[config.mk]
export PLATFORM = sky130hd
export DESIGN_NAME = bcd_convert_arbiter_flat
export DESIGN_NICKNAME = d
export VERILOG_FILES = /design/src/rtl/bcd_convert_arbiter_if.sv /design/src/rtl/bcd_convert_arbiter.sv /design/src/flat_wrapper.sv
export SDC_FILE = /design/constraint.sdc
export NUM_CORES = 1
export LEC_CHECK = 0
export CORE_ASPECT_RATIO = 0.6
export CORE_MARGIN = 2
export CORE_UTILIZATION = 50
export DETAILED_ROUTE_END_ITERATION = 6
export PLACE_DENSITY = 0.93
export SLEW_MARGIN = 10
export SYNTH_ARGS = -nofsm -noshare
export SYNTH_HDL_FRONTEND = slang
export SYNTH_SLANG_ARGS = --single-unit
export TNS_END_PERCENT = 1
[constraint.sdc]
create_clock -name clk -period 2.55 [get_ports clk]
set_input_delay 0.3825 -clock clk [delete_from_list [all_inputs] [get_ports clk]]
set_output_delay 0.3825 -clock clk [all_outputs]
set_load 0.1 [all_outputs]
[src/rtl/bcd_convert_arbiter_if.sv]
// Request/response bundle for the shared binary-to-BCD engine.
// slave: the conversion engine; master: the requesters plus the result consumer.
`timescale 1ns/1ps
interface bcd_convert_arbiter_if #(
  parameter int NREQ = 4
);
  localparam int IDW = $clog2(NREQ);

  logic [NREQ-1:0]   req_valid;
  logic [NREQ*8-1:0] req_bin;
  logic [NREQ-1:0]   req_ready;
  logic              rsp_valid;
  logic              rsp_ready;
  logic [11:0]       rsp_bcd;
  logic [IDW-1:0]    rsp_id;
  logic              busy;

  modport master (
    output req_valid, req_bin, rsp_ready,
    input  req_ready, rsp_valid, rsp_bcd, rsp_id, busy
  );

  modport slave (
    input  req_valid, req_bin, rsp_ready,
    output req_ready, rsp_valid, rsp_bcd, rsp_id, busy
  );
endinterface

[src/rtl/bcd_convert_arbiter.sv]
// Shared iterative (double-dabble) 8-bit binary to 3-digit BCD converter with
// a round-robin front end over NREQ requesters, one operand bit per clock.
// Optional build macro BCD_ARB_FIXED_PRIO_EN: lowest-index requester always
// wins and the round-robin pointer is removed; datapath and timing unchanged.
//
// state | meaning
// ------+---------------------------------------------------------------
// IDLE  | waiting for a request; offers a one-hot grant to the winner
// SHIFT | one add-3/shift iteration per cycle, eight cycles total
// DONE  | result presented on rsp_*; held until rsp_ready
`timescale 1ns/1ps
module bcd_convert_arbiter #(
  parameter int NREQ = 4
) (
  input logic                  clk,
  input logic                  rst_n,
  bcd_convert_arbiter_if.slave bus
);
  localparam int IDW = $clog2(NREQ);

  typedef enum logic [1:0] {
    IDLE  = 2'd0,
    SHIFT = 2'd1,
    DONE  = 2'd2
  } state_t;

  state_t          state_q, state_d;
  logic [7:0]      bin_sr;
  logic [11:0]     acc_q;
  logic [11:0]     acc_adj;
  logic [2:0]      cnt_q;
  logic [IDW-1:0]  id_q;

  logic            any_req;
  logic [IDW-1:0]  win_idx;
  logic [IDW-1:0]  cand;
  logic [7:0]      win_bin;
  logic [NREQ-1:0] ready_d;
  logic            xfer;

`ifndef BCD_ARB_FIXED_PRIO_EN
  logic [IDW-1:0]  last_grant;
`endif

  // Choose this cycle's winner among the valid requesters.
  always_comb begin
    any_req = 1'b0;
    win_idx = '0;
    cand    = '0;
`ifdef BCD_ARB_FIXED_PRIO_EN
    // Descending scan so the lowest valid index is the final assignment.
    for (int i = NREQ - 1; i >= 0; i--) begin
      cand = IDW'(i);
      if (bus.req_valid[cand]) begin
        any_req = 1'b1;
        win_idx = cand;
      end
    end
`else
    // Descending offset scan so the nearest requester after last_grant wins.
    for (int i = NREQ; i >= 1; i--) begin
      cand = IDW'((int'(last_grant) + i) % NREQ);
      if (bus.req_valid[cand]) begin
        any_req = 1'b1;
        win_idx = cand;
      end
    end
`endif
  end

  // Route the winning requester's operand to the shift register input.
  always_comb begin
    win_bin = '0;
    for (int i = 0; i < NREQ; i++) begin
      if (win_idx == IDW'(i)) win_bin = bus.req_bin[8*i +: 8];
    end
  end

  // One-hot grant, offered only while idle and out of reset.
  always_comb begin
    ready_d = '0;
    if (rst_n && (state_q == IDLE) && any_req) ready_d[win_idx] = 1'b1;
  end

  assign xfer = (state_q == IDLE) && any_req;

  // Per-nibble add-3 correction on the pre-shift accumulator.
  always_comb begin
    acc_adj = acc_q;
    for (int n = 0; n < 3; n++) begin
      if (acc_q[4*n +: 4] >= 4'd5) acc_adj[4*n +: 4] = acc_q[4*n +: 4] + 4'd3;
    end
  end

  // Next-state decode.
  always_comb begin
    state_d = state_q;
    case (state_q)
      IDLE:    if (any_req) state_d = SHIFT;
      SHIFT:   if (cnt_q == 3'd7) state_d = DONE;
      DONE:    if (bus.rsp_ready) state_d = IDLE;
      default: state_d = IDLE;
    endcase
  end

  // State register.
  always_ff @(posedge clk or negedge rst_n) begin
    if (!rst_n) state_q <= IDLE;
    else        state_q <= state_d;
  end

  // Conversion datapath: load on grant, iterate in SHIFT, hold otherwise.
  always_ff @(posedge clk or negedge rst_n) begin
    if (!rst_n) begin
      bin_sr <= '0;
      acc_q  <= '0;
      cnt_q  <= '0;
      id_q   <= '0;
    end else begin
      case (state_q)
        IDLE: begin
          if (any_req) begin
            bin_sr <= win_bin;
            acc_q  <= '0;
            cnt_q  <= '0;
            id_q   <= win_idx;
          end
        end
        SHIFT: begin
          {acc_q, bin_sr} <= {acc_adj, bin_sr} << 1;
          cnt_q           <= cnt_q + 3'd1;
        end
        default: ;
      endcase
    end
  end

`ifndef BCD_ARB_FIXED_PRIO_EN
  // Round-robin pointer advances only on an accepted transfer.
  always_ff @(posedge clk or negedge rst_n) begin
    if (!rst_n)    last_grant <= IDW'(NREQ - 1);
    else if (xfer) last_grant <= win_idx;
  end
`endif

  assign bus.req_ready = ready_d;
  assign bus.rsp_valid = (state_q == DONE);
  assign bus.rsp_bcd   = acc_q;
  assign bus.rsp_id    = id_q;
  assign bus.busy      = (state_q != IDLE);

endmodule

[src/flat_wrapper.sv]
// flat-port wrapper written by rule: the top's interface ports become plain ports
module bcd_convert_arbiter_flat 
#(
  parameter int NREQ = 4
)
  (clk, rst_n, bus_req_valid, bus_req_bin, bus_rsp_ready, bus_req_ready, bus_rsp_valid, bus_rsp_bcd, bus_rsp_id, bus_busy);
  bcd_convert_arbiter_if #(.NREQ(NREQ)) bus_i ();
  input logic clk;
  input logic rst_n;
  input wire logic [$bits(bus_i.req_valid)-1:0] bus_req_valid;
  input wire logic [$bits(bus_i.req_bin)-1:0] bus_req_bin;
  input wire logic [$bits(bus_i.rsp_ready)-1:0] bus_rsp_ready;
  output wire logic [$bits(bus_i.req_ready)-1:0] bus_req_ready;
  output wire logic [$bits(bus_i.rsp_valid)-1:0] bus_rsp_valid;
  output wire logic [$bits(bus_i.rsp_bcd)-1:0] bus_rsp_bcd;
  output wire logic [$bits(bus_i.rsp_id)-1:0] bus_rsp_id;
  output wire logic [$bits(bus_i.busy)-1:0] bus_busy;
  assign bus_i.req_valid = bus_req_valid;
  assign bus_i.req_bin = bus_req_bin;
  assign bus_i.rsp_ready = bus_rsp_ready;
  assign bus_req_ready = bus_i.req_ready;
  assign bus_rsp_valid = bus_i.rsp_valid;
  assign bus_rsp_bcd = bus_i.rsp_bcd;
  assign bus_rsp_id = bus_i.rsp_id;
  assign bus_busy = bus_i.busy;
  bcd_convert_arbiter #(.NREQ(NREQ)) u_core (.clk(clk), .rst_n(rst_n), .bus(bus_i));
endmodule
==> results_dict.tcl, run 1 <==
set metrics [dict create \
    ioPinCount 59 \
    crit_fanout 9 \
    rsz0062_at_grt "false" \
    viasPerCell 5.689 \
    numCtsBuffers 5 \
    core_um2 3659 \
    layout.nets 321 \
    final.setup_skew_ps 4.700 \
    period_minus_slack_ps 2457 \
    fin_cells 322 \
    fin_crit_sh 0.9637 \
    p_sw_mw 2.041 \
    cp.required_ps 2170 \
    dp.cells 314 \
    drtIter0Drc 65 \
    peakVddDrop_mv 1.111 \
    hold_viol 0 \
    seq_area_frac_synth 0.3837 \
    yosys_register_bits 29 \
    synth_edf_count 0 \
    syn2layout_area_growth_pct 42.58 \
    clk_pin_slew_ps 70 \
    power_leakage_nw 1.190 \
    rr_worst_depth 6 \
    die_h_um 51.73 \
    avgSynthCellArea_um2 8.996 \
    ys_top_cells_by_area "dfrtp_1 36%, ha_1 5.3%, nand2_1 4.4%" \
    arrival_ps 2070 \
    drv_cap 0 \
    die_x_um 83.54 \
    powerDensity_nw_per_um2 1438 \
    grt_max_degree 30 \
    via_count 1832 \
    yosysMostFrequentCell "dfrtp_1" \
    clock_latency_ps 280 \
    ys_types 46 \
    cts_sinks 29 \
    ant_nets 0 \
    cts-root-buf "clkbuf_8" \
    drive_above_1_share 0.1964 \
    synth_cells 211 \
    yosys_warnings 0 \
    overflow 0 \
    port_buffers 58 \
    cts_resized 0 \
    wl_met2_mm 2.459 \
    cts_buffer_depth 2 \
    worst_pin_slew_ps 662.8 \
    clock.fmax_mhz 406.9 \
    grt_pass1_wl_mm 8.480 \
    met1Wirelength_mm 2.456 \
    grt_antenna_before_repair 0 \
    cp-end-kind "primary output" \
    p_comb_frac 0.620 \
    cts_tree "yes" \
    synth_area_um2 1898 \
    totalWireLength_mm 5.222 \
    htreeDepth 2 \
    status "finished, final reports clean" \
    p_clk_frac 0.147 \
    fillers 265 \
    synth_largest_area_cell "dfrtp_1" \
    die_area_um2 4321 \
    hold_class "reg2reg" \
    post_cts_buffers 0 \
    ys.flop_type "dfrtp_1" \
    wl_per_cell_um 16.22 \
    setup_viol 0 \
    cts_hold_buf 0 \
    max_slew_margin 0.5581 \
    initial_utilization 0.5188 \
    grt_use_total 0.2546 \
    firstDrtPassIters 4 \
    critical_path_class "in2out" \
    p_seq_frac 0.233 \
    synth_top_area_frac 0.3560 \
    dpl.hpwl_mm 4.074 \
    switching_share 0.5244 \
    rows 17 \
    met3_length_um 248 \
    top_layer "met4" \
    p_int_mw 1.850 \
    grt_pass1_vias 1708 \
    final.setup.tns_ps 0 \
    synth.net_count 258 \
    drc 0 \
    synthArstFlopShare 1.000 \
    synth_common_cells "27 x dfrtp_1, 22 x nand2_1, 15 x o21ai_0, 15 x o21ai_1, 11 x inv_1" \
    whs_path_depth 2 \
    final-max-slew-violation-count 0 \
    diodes 0 \
    setup.worst_path.start_class "input port" \
    place.gp.congestion 0.8749 \
]
[through the flow]
stage / hold slack, ps / instance area (um2) / worst slack, ps / util / power (mW)
5_1_grt: 507.1 / 2706 / 6.291 / 0.7397 / 4.131
6_report: 490.3 / 2706 / 92.66 / 0.7397 / 3.891
3_5_place_dp: 477.8 / 2572 / 96.82 / 0.7031 / 3.317
3_3_place_gp: 458.4 / 2572 / 182.4 / 0.7031 / 3.208
2_1_floorplan: 86.91 / 1941 / 90.24 / - / 2.732
4_1_cts: 492.1 / 2706 / 91.05 / 0.7397 / 3.906
[power by group through the flow]
stage          registers [mW]  logic (mW)  clock network [mW]
2_1_floorplan            1.50        1.23                   0
3_3_place_gp            0.893        2.31                   0
3_5_place_dp            0.911        2.41                   0
4_1_cts                 0.906        2.42               0.580
5_1_grt                 0.942        2.59               0.602
6_report                0.906        2.41               0.571
[area by class of cell]
type	count	area [um2]	area share
Clock buffer	5	68.82	0.02543
Sequential cell	29	728.2	0.2691
Multi-Input combinational cell	159	1089	0.4022
Inverter	11	41.29	0.01526
Clock inverter	3	65.06	0.02404
Timing Repair Buffer	68	655.6	0.2423
Tap cell	47	58.81	0.02173
[metal layers]
layer	track usage	vias to the layer above
met2	0.4019	44
met4	0.07258	0
met1	0.3600	894
met5	0	-
met3	0.05397	7
li1	-	887
[cell usage in the layout (no fill, tap or decap), types with 3 or more instances in the layout]
cell type	count
inv_1	11
a21boi_0	6
nand2_1	21
nand2b_1	5
ha_1	8
o211ai_1	4
o21ai_0	15
clkdlybuf4s50_1	38
nand3_1	6
buf_12	4
a211oi_1	5
dfrtp_1	27
clkbuf_8	5
a22o_1	4
and3_1	8
a21oi_1	7
a21o_1	3
nor2b_1	4
xnor2_1	3
nor2_1	5
nor3_1	3
o21ai_1	15
a22oi_1	4
nor2_4	3
o221ai_1	5
buf_4	26
[worst max-delay path, cell delays in order]
cell             delay, ps
clkdlybuf4s50_1        650
nor2b_2                260
o21bai_2               130
and2_1                 230
nor3_4                 210
buf_12                 200
[registers in the layout, summed over array words and instances, names as in the netlist]
register and flops:
u_core.bus.rsp_bcd 12, u_core.bin_sr 8, u_core.cnt_q 3, u_core.bus.rsp_id 2
u_core.last_grant 2, u_core.state_q 2
[cells by family after synthesis]
kind of cell	synth area share
AO/OA/AOI/OAI	0.2755
AND/OR/NAND/NOR	0.1826
flip-flops	0.3837
buffers and inverters	0.06526
adder cells (fa/ha/maj)	0.05274
XOR/XNOR	0.02308
multiplexers	0.01714
[worst paths after layout]
path / end / start / slack, ps
max: bus_req_ready[1] / bus_req_valid[1] / 90
min: u_core.bin_sr[1] / u_core.bin_sr[1] / 490
max reg2reg: u_core.bin_sr[4] / u_core.last_grant[1] / 650
min reg2reg: u_core.bin_sr[1] / u_core.bin_sr[1] / 490
max in group asynchronous: u_core.last_grant[1] / rst_n / 1590
min in group asynchronous: u_core.bin_sr[1] / rst_n / 650
Note: power is estimated with default switching activity, not from simulation.
==> run 2: changes to the inputs <==
--- a/config.mk
+++ b/config.mk
@@ -5,11 +5,13 @@
 export SDC_FILE = /design/constraint.sdc
 export NUM_CORES = 1
 export LEC_CHECK = 0
+export ABC_CLOCK_PERIOD_IN_PS = 2550
 export CORE_ASPECT_RATIO = 0.6
 export CORE_MARGIN = 2
 export CORE_UTILIZATION = 50
 export DETAILED_ROUTE_END_ITERATION = 6
 export PLACE_DENSITY = 0.93
+export RECOVER_POWER = 50
 export SLEW_MARGIN = 10
 export SYNTH_ARGS = -nofsm -noshare
 export SYNTH_HDL_FRONTEND = slang
==> run 2 against run 1 <==
The flow now finishes with violations (capacitance limit, slew limit). Clock skew hardly changed. Die area stayed put. Combinational power is 2% lower. Worst hold slack worse by 1.1 ps. Core utilization is 0.82 points lower. Setup slack better by 3.0 ps. Critical path type unchanged. Non-clock buffer count stayed put. Via count hardly changed. Wire length is 0.15% higher.
==> results_dict.tcl, run 2 (same netlist as run 1, synthesis figures left out) <==
set metrics [dict create \
    worst_pin_slew_ps 1513 \
    die_x_um 83.54 \
    mostFrequentLayoutCell "clkdlybuf4s50_1" \
    ant_nets 0 \
    p_clk_frac 0.148 \
    cts_buffer_depth 2 \
    rows 17 \
    p_sw_mw 2.041 \
    grt_max_degree 30 \
    rsz0062_at_grt "false" \
    max_slew_margin -0.008877 \
    cts_hold_buf 0 \
    drv_cap 1 \
    rrSetupSlack_ps 650 \
    clock_latency_ps 280 \
    port_buffers 58 \
    fillers 271 \
    final.setup_skew_ps 5.105 \
    largest_reg_flops 12 \
    failed_checks "capacitance limit, slew limit" \
    hold_viol 0 \
    period_minus_slack_ps 2454 \
    use_met2 0.4019 \
    cts_sinks 29 \
    p_seq_frac 0.235 \
    setup_viol 0 \
    met3_usage 0.05397 \
    cp-end-kind "primary output" \
    die_h_um 51.73 \
    drc 0 \
    switching_share 0.5302 \
    core_um2 3659 \
    grt-busiest-layer "met2" \
    via_count 1831 \
    fin_crit_sh 0.9625 \
    clock.fmax_mhz 407.4 \
    status "finished, violations left" \
    hold_class "reg2reg" \
    cts_tree "yes" \
    min_to "u_core.bus.rsp_id[1]" \
    viasPerCell 5.686 \
    cts_resized 0 \
    place.gp.congestion 0.8749 \
    dpl.hpwl_mm 4.074 \
    final.setup.tns_ps 0 \
    overflow 0 \
    grt_use_total 0.2546 \
    setup.worst_path.start_class "input port" \
    ioPinCount 59 \
    final-max-slew-violation-count 30 \
    layout.nets 321 \
    p_int_mw 1.808 \
    cts-root-buf "clkbuf_8" \
    peakVddDrop_mv 1.102 \
    hold_start "u_core.bus.rsp_id[1]" \
    fin_hold_ws_ps 489.1 \
    syn2layout_area_growth_pct 41.00 \
    grt_pass1_vias 1708 \
    drtIter0Drc 74 \
    whs_path_depth 1 \
    firstDrtPassIters 4 \
    arrival_ps 2070 \
    cp.required_ps 2170 \
    final_cell_mix "37 x clkdlybuf4s50_1, 27 x dfrtp_1, 21 x nand2_1, 18 x buf_4" \
    crit_fanout 9 \
    drive_above_1_share 0.1673 \
    totalWireLength_mm 5.230 \
    wl_per_cell_um 16.24 \
    rr_worst_depth 6 \
    grt_pass1_wl_mm 8.480 \
    clk_pin_slew_ps 70 \
    powerDensity_nw_per_um2 1438 \
    diodes 0 \
    post_cts_buffers 0 \
    numCtsBuffers 5 \
    reg2reg_from "u_core.last_grant[1]" \
    power_leakage_nw 1.159 \
    die_area_um2 4321 \
    grt_antenna_before_repair 0 \
    htreeDepth 2 \
    worstReg2RegEnd "u_core.bin_sr[4]" \
    use_met1 0.3600 \
    p_comb_frac 0.616 \
    initial_utilization 0.5188 \
    critical_path_class "in2out" \
]
## run 2: power by group through the flow
| stage | registers (mW) | clock network [mW] | logic, mW |
|---|---|---|---|
| 5_1_grt | 0.941 | 0.602 | 2.54 |
| 4_1_cts | 0.906 | 0.580 | 2.42 |
| 2_1_floorplan | 1.50 | 0 | 1.23 |
| 3_5_place_dp | 0.911 | 0 | 2.41 |
| 6_report | 0.905 | 0.571 | 2.37 |
| 3_3_place_gp | 0.893 | 0 | 2.31 |
## run 2: layout make-up
cell class,instances,area [um2],area share
multi-input cells,159,1089,0.4067
flip-flops and latches,29,728.2,0.2721
repair buffers,68,625.6,0.2338
clock buffers,5,68.82,0.02571
clock inverters,3,65.06,0.02431
well taps,47,58.81,0.02197
inverters,11,41.29,0.01543
## run 2: worst max-delay path: stages
cell	delay, ps
clkdlybuf4s50_1	650
nor2b_2	260
o21bai_2	130
and2_1	230
nor3_4	210
buf_12	200
## run 2: metal layers
| metal | vias up | wire, um |
|---|---|---|
| met1 | 893 | 2479 |
| met4 | 0 | 57 |
| met5 | - | 0 |
| met3 | 7 | 219 |
| li1 | 890 | - |
| met2 | 41 | 2474 |
## run 2: worst max-delay path by stage
stage                      startpoint  slack [ps]          endpoint  cells past startpoint
floorplan           u_core.state_q[0]          90  bus_req_ready[0]                      5
global placement     bus_req_valid[1]         180  bus_req_ready[1]                      6
detailed placement   bus_req_valid[1]         100  bus_req_ready[1]                      6
CTS                  bus_req_valid[1]          90  bus_req_ready[1]                      6
global route         bus_req_valid[1]           6  bus_req_ready[1]                      6
finish               bus_req_valid[1]         100  bus_req_ready[1]                      6
## run 2: through the flow
step / setup slack, ps / area, um2 / std cells / util / power (mW)
floorplan: 90.24 / 1941 / 211 / - / 2.732
global placement: 182.4 / 2572 / 314 / 0.7031 / 3.208
detailed placement: 96.82 / 2572 / 314 / 0.7031 / 3.317
CTS: 91.05 / 2706 / 322 / 0.7397 / 3.906
global route: 6.281 / 2676 / 322 / 0.7315 / 4.087
finish: 95.67 / 2676 / 322 / 0.7315 / 3.849
